## src/rtl/ibex_xif_icache_maint_pkg.sv

```systemverilog
// rtl/ibex_xif_icache_maint_pkg.sv - shared types for the icache maintenance sequencer
package ibex_xif_icache_maint_pkg;

    localparam int unsigned INV_CNT_W = 4;

    typedef enum logic [2:0] {
        IDLE     = 3'd0,
        BOOT     = 3'd1,
        RUN      = 3'd2,
        INV      = 3'd3,
        INV_WAIT = 3'd4,
        REDIRECT = 3'd5
    } maint_state_e;

endpackage

```

## src/rtl/ibex_xif_icache_maint_ctrl_timer.sv

```systemverilog
// rtl/ibex_xif_icache_maint_ctrl_timer.sv - loadable saturating down-counter with zero flag
module ibex_xif_icache_maint_timer #(
    parameter int unsigned W = 4
) (
    input  logic         clk,
    input  logic         rst_n,
    input  logic         load,
    input  logic [W-1:0] load_val,
    input  logic         dec,
    output logic         zero
);

    logic [W-1:0] count_q;

    always_ff @(posedge clk) begin
        if (!rst_n) begin
            count_q <= '0;
        end else if (load) begin
            count_q <= load_val;
        end else if (dec && (count_q != '0)) begin
            count_q <= count_q - W'(1);
        end
    end

    assign zero = (count_q == '0);

endmodule

```

## src/rtl/ibex_xif_icache_maint_ctrl.sv

```systemverilog
// rtl/ibex_xif_icache_maint_ctrl.sv - icache boot/enable/fence.i sequencer; optional ICACHE_MAINT_TIMEOUT_EN watchdog
module ibex_xif_icache_maint_ctrl
    import ibex_xif_icache_maint_pkg::*;
#(
    parameter int unsigned INV_CYCLES     = 1,
    parameter int unsigned TIMEOUT_CYCLES = 256
) (
    input  logic        clk,
    input  logic        rst_n,
    input  logic        fetch_en_i,
    input  logic [31:0] boot_addr_i,
    input  logic        csr_icache_en_i,
    input  logic        fence_req_i,
    input  logic [31:0] fence_pc_i,
    output logic        fence_ack_o,
    input  logic        busy_i,
    output logic        req_o,
    output logic        branch_o,
    output logic [31:0] branch_addr_o,
    output logic        enable_o,
    output logic        invalidate_o,
    output logic        ctrl_busy_o
`ifdef ICACHE_MAINT_TIMEOUT_EN
    ,
    output logic        timeout_err_o
`endif
);

    maint_state_e state_q, state_d;
    logic         fence_accept;
    logic         inv_zero;
    logic         wd_expired;
    logic [31:0]  fence_pc_q;

    ibex_xif_icache_maint_timer #(.W(INV_CNT_W)) u_inv_timer (
        .clk      (clk),
        .rst_n    (rst_n),
        .load     (fence_accept),
        .load_val (INV_CNT_W'(INV_CYCLES - 1)),
        .dec      (state_q == INV),
        .zero     (inv_zero)
    );

`ifdef ICACHE_MAINT_TIMEOUT_EN
    localparam int unsigned WD_W = $clog2(TIMEOUT_CYCLES + 1);
    logic wd_zero;

    // Armed as the invalidate pulse ends; counts only cycles where the cache is still busy.
    ibex_xif_icache_maint_timer #(.W(WD_W)) u_wd_timer (
        .clk      (clk),
        .rst_n    (rst_n),
        .load     ((state_q == INV) && inv_zero),
        .load_val (WD_W'(TIMEOUT_CYCLES - 1)),
        .dec      ((state_q == INV_WAIT) && busy_i),
        .zero     (wd_zero)
    );

    assign wd_expired = (state_q == INV_WAIT) && busy_i && wd_zero;

    always_ff @(posedge clk) begin
        if (!rst_n) begin
            timeout_err_o <= 1'b0;
        end else if (wd_expired) begin
            timeout_err_o <= 1'b1;
        end
    end
`else
    logic unused_timeout_cfg;
    assign unused_timeout_cfg = (TIMEOUT_CYCLES != 0);
    assign wd_expired         = 1'b0;
`endif

    always_comb begin
        state_d      = state_q;
        fence_accept = 1'b0;
        case (state_q)
            IDLE:     if (fetch_en_i) state_d = BOOT;
            BOOT:     state_d = RUN;
            RUN: begin
                if (!fetch_en_i) begin
                    state_d = IDLE;
                end else if (fence_req_i && !fence_ack_o) begin
                    state_d      = INV;
                    fence_accept = 1'b1;
                end
            end
            INV:      if (inv_zero) state_d = INV_WAIT;
            INV_WAIT: if (!busy_i || wd_expired) state_d = REDIRECT;
            REDIRECT: state_d = fetch_en_i ? RUN : IDLE;
            default:  state_d = IDLE;
        endcase
    end

    // Outputs are registered from the next state so they line up with the state they describe.
    always_ff @(posedge clk) begin
        if (!rst_n) begin
            state_q       <= IDLE;
            fence_pc_q    <= '0;
            req_o         <= 1'b0;
            branch_o      <= 1'b0;
            branch_addr_o <= '0;
            enable_o      <= 1'b0;
            invalidate_o  <= 1'b0;
            fence_ack_o   <= 1'b0;
            ctrl_busy_o   <= 1'b0;
        end else begin
            state_q      <= state_d;
            req_o        <= (state_d == BOOT) || (state_d == REDIRECT) ||
                            ((state_d == RUN) && fetch_en_i);
            branch_o     <= (state_d == BOOT) || (state_d == REDIRECT);
            invalidate_o <= (state_d == INV);
            fence_ack_o  <= (state_d == REDIRECT);
            ctrl_busy_o  <= (state_d != RUN) && (state_d != IDLE);
            // CSR enable is frozen outside RUN; the entry edge into RUN picks up the latest value.
            if (state_d == RUN) begin
                enable_o <= csr_icache_en_i;
            end
            if (state_d == BOOT) begin
                branch_addr_o <= boot_addr_i;
            end else if (state_d == REDIRECT) begin
                branch_addr_o <= fence_pc_q;
            end
            if (fence_accept) begin
                fence_pc_q <= fence_pc_i;
            end
        end
    end

endmodule

```

## config.mk

```make
export PLATFORM = sky130hd
export DESIGN_NAME = ibex_xif_icache_maint_ctrl
export DESIGN_NICKNAME = d
export VERILOG_FILES = /design/src/rtl/ibex_xif_icache_maint_pkg.sv /design/src/rtl/ibex_xif_icache_maint_ctrl_timer.sv /design/src/rtl/ibex_xif_icache_maint_ctrl.sv
export SDC_FILE = /design/constraint.sdc
export NUM_CORES = 1
export LEC_CHECK = 0
export BUFFER_PORTS_ARGS = -buffer_cell sky130_fd_sc_hd__clkbuf_2
export CAP_MARGIN = 20
export CORE_ASPECT_RATIO = 0.8
export CORE_UTILIZATION = 30
export CTS_CLUSTER_DIAMETER = 40
export DETAILED_ROUTE_END_ITERATION = 8
export PLACE_DENSITY = 0.51
export SLEW_MARGIN = 20
export SYNTH_ARGS = -nofsm -noshare
export SYNTH_HDL_FRONTEND = slang
export SYNTH_HIERARCHICAL = 1
export SYNTH_SLANG_ARGS = --single-unit
```

## constraint.sdc

```tcl
create_clock -name clk -period 2.57 [get_ports clk]
set_clock_uncertainty 0.2 [all_clocks]
set_input_delay 0.1285 -clock clk [delete_from_list [all_inputs] [get_ports clk]]
set_output_delay 0.1285 -clock clk [all_outputs]
set_load 0.02 [all_outputs]
```

==> flow_metrics.env <==
export IMPL_path_delay_family="simple AND/OR/NAND/NOR gates"
export IMPL_fp_dieW_um=116
export IMPL_synth_top_area_frac=0.494
export IMPL_grt_max_degree=33
export IMPL_antenna_cells=0
export IMPL_port_buffers=107
export IMPL_layout_drive_gt1_share=0.291
export IMPL_synth_edf_count=0
export IMPL_ys_top_cells_by_area="dfxtp_1 49%, nand2_1 8.4%, a22oi_1 7.0%, a21boi_0 6.7%, inv_1 4.3%"
export IMPL_area_growth_pct=54.1
export IMPL_synth_yosys_seq_area_share=0.494
export IMPL_cts_sinks=77
export IMPL_synth_top_area_cell="dfxtp_1"
export IMPL_clock_latency_ns=0.33
export IMPL_grtUsageTotal=0.173
export IMPL_htreeDepth=3
export IMPL_critPathMaxFanout=14
export IMPL_synth_compound_area_share=0.253
export IMPL_yosys_area_share_simple=0.151
export IMPL_grt_pass1_vias=2969
export IMPL_fmax_mhz=415
export IMPL_numCtsBuffers=9
export IMPL_synth_area_sq_mm=0.00312
export IMPL_routed_wl_um=8830
export IMPL_postSynthCellCount=349
export IMPL_routed_via_density=4.46
export IMPL_yosysWarnings=6
export IMPL_ir_drop_mv=0.350
export IMPL_crit_path_top_delay_cell="or3b_4"
export IMPL_tns_ns=0
export IMPL_worstPathCellList="inv_1 > ha_2 > or3b_4 > clkinv_2 > a21oi_1 > a211oi_2 > o21a_4 > nand2b_4 > o21ai_0"
export IMPL_synth_top_flop_cell="dfxtp_1"
export IMPL_synth_top_family_by_area="compound AO/OA/AOI/OAI gates"
export IMPL_cts_buffer_depth=2
export IMPL_ys_ff_latch=77
export IMPL_synth_async_sr_flop_share=0
export IMPL_cts_root_buf="clkbuf_16"
export IMPL_cts_clk_slew_worst_paths_ns=0.06
export IMPL_via_count=2973
export IMPL_cts_tree="done"
export IMPL_synth_xor_area_frac=0
export IMPL_synth_cell_types=44
export IMPL_gp_congestion=0.770
export IMPL_wl_per_cell_um=13.3
export IMPL_power_leakage_nw=2.03
export IMPL_final_hold_viol_count=0
export IMPL_status="finished, final reports clean"
export IMPL_startpoint_type="flop"
export IMPL_synthMuxAreaShare=0.0160
export IMPL_core_area_sq_mm=0.00989
export IMPL_drc=0
export IMPL_power_total_mw=3.16
export IMPL_antenna_found_initial=0
export IMPL_setup_viol=0
export IMPL_grt_overflow=0
export IMPL_powerDensity_mw_per_mm2=657
export IMPL_cp_arrival_ns=2.43
export IMPL_critPathRequiredTime_ns=2.59
export IMPL_row_count=32
export IMPL_final_antenna_net_count=0
export IMPL_drv_cap=0
export IMPL_fin_crit_sh=0.938
export IMPL_slew_violations=0
export IMPL_dr_pass1_iters=4
export IMPL_start_util=0.316
export IMPL_yosys_area_share_adder=0.00401
export IMPL_fin_nets=596
export IMPL_hold_path_class="input port to flop"
export IMPL_cts_setup_buffers=0
export IMPL_crit_path_max_incr_delay_ns=0.40
export IMPL_grt_pass1_wl_um=14200
export IMPL_die_h_um=93.2
export IMPL_hpwl_um=5490
export IMPL_end_kind="flop"
export IMPL_die_area_sq_mm=0.0108
export IMPL_synth_area_per_cell_sq_um=8.94
export IMPL_io_pins=108
export IMPL_critical_path_buf_inv_count=2
export IMPL_yosysMostFrequentCell="dfxtp_1"
export IMPL_critical_path_class="flop to flop"
export IMPL_synthTopCellsByCount="77 x dfxtp_1, 70 x nand2_1, 36 x inv_1"
export IMPL_period_needed_ns=2.41
export IMPL_initialDrtViolationCount=105
## stage by stage
| stage | setup slack, ns | cell area [sq um] | hold slack (ns) | cells | utilization |
|---|---|---|---|---|---|
| 6_report | 0.160 | 4810 | 0.146 | 666 | 0.486 |
| 5_1_grt | -0.00918 | 4810 | 0.183 | 666 | 0.486 |
| 4_1_cts | 0.0263 | 4790 | 0.139 | 665 | 0.485 |
| 3_5_place_dp | -0.0115 | 3800 | 0.163 | 583 | 0.384 |
| 3_3_place_gp | 0.0750 | 3800 | 0.152 | 583 | 0.384 |
| 2_1_floorplan | 0.175 | 3130 | 0.0633 | 352 | - |
## path summary, 6_finish.rpt
kind / startpoint / endpoint / slack [ns] / depth (start not counted)
worst max-delay path: u_inv_timer/count_q[0] / branch_addr_o[22] / 0.16 / 9
worst min-delay path: rst_n / branch_addr_o[4] / 0.15 / 2
worst max register to register: u_inv_timer/count_q[0] / branch_addr_o[22] / 0.16 / 9
worst min register to register: fence_pc_q[9] / fence_pc_q[9] / 0.25 / 2
## cell type report
class                           count  area (sq um)
Timing Repair Buffer              181          1260
Sequential cell                    77          1540
Inverter                           38           144
Tap cell                          136           170
Clock buffer                       11           253
Clock inverter                      5          82.6
Fill cell                         956          5080
Multi-Input combinational cell    218          1360
## worst register-to-register path, stage by stage, from the launching register on
cell and delay, ns:
dfxtp_1 0.33, inv_1 0.08, ha_2 0.21, or3b_4 0.41, clkinv_2 0.09, a21oi_1 0.08, a211oi_2 0.25, o21a_4 0.23
nand2b_4 0.30, o21ai_0 0.12
## cell families (layout without fill, tap and decap cells)
kind of cell,Yosys count,count (layout)
AOI/OAI and AO/OA,107,107
adders and majority gates,1,1
buffers and inverters,58,235
DFF,77,77
muxes,5,5
other,1,4
and+or+nand+nor,100,101
## sequential cells by signal (all words and copies together), names as in the netlist
name,count
u_inv_timer/count_q,4
req_o,1
state_q,3
enable_o,1
fence_ack_o,1
ctrl_busy_o,1
fence_pc_q,32
branch_addr_o,32
branch_o,1
invalidate_o,1
## layout by cell type (no fill, tap or decap), drive strengths merged, types with 4 or more instances in the layout
master | netlist | final
a22oi | 29 | 29
clkinv | 1 | 4
buf | 9 | 8
nand2 | 70 | 70
conb | 1 | 4
inv | 37 | 37
nor2 | 6 | 6
a21boi | 32 | 32
dlygate4sd3 | 0 | 66
mux2i | 5 | 5
clkbuf | 11 | 118
nand2b | 4 | 5
dfxtp | 77 | 77
o21ai | 31 | 31
## power breakdown
group	switching, mW	leakage [nW]	total [mW]	internal [mW]
Sequential	0.0378	0.627	1.30	1.26
Clock	0.499	0.166	1.40	0.905
Combinational	0.237	1.23	0.458	0.221
## what timing repair did
action,in CTS,in global routing
pin swaps,1,0
setup endpoints to repair,3,29
hold endpoints to repair,66,0
cloned,0,1
hold buffers,66,0
resized for setup,0,2
## routing by layer
metal | track usage | routed length [um] | vias to the layer above
li1 | - | - | 1524
met1 | 0.213 | 4140 | 1350
met2 | 0.283 | 4050 | 92
met3 | 0.0564 | 560 | 7
met4 | 0.0566 | 78 | 0
met5 | 0 | 0 | -
Power figures use the tool's default switching activity.
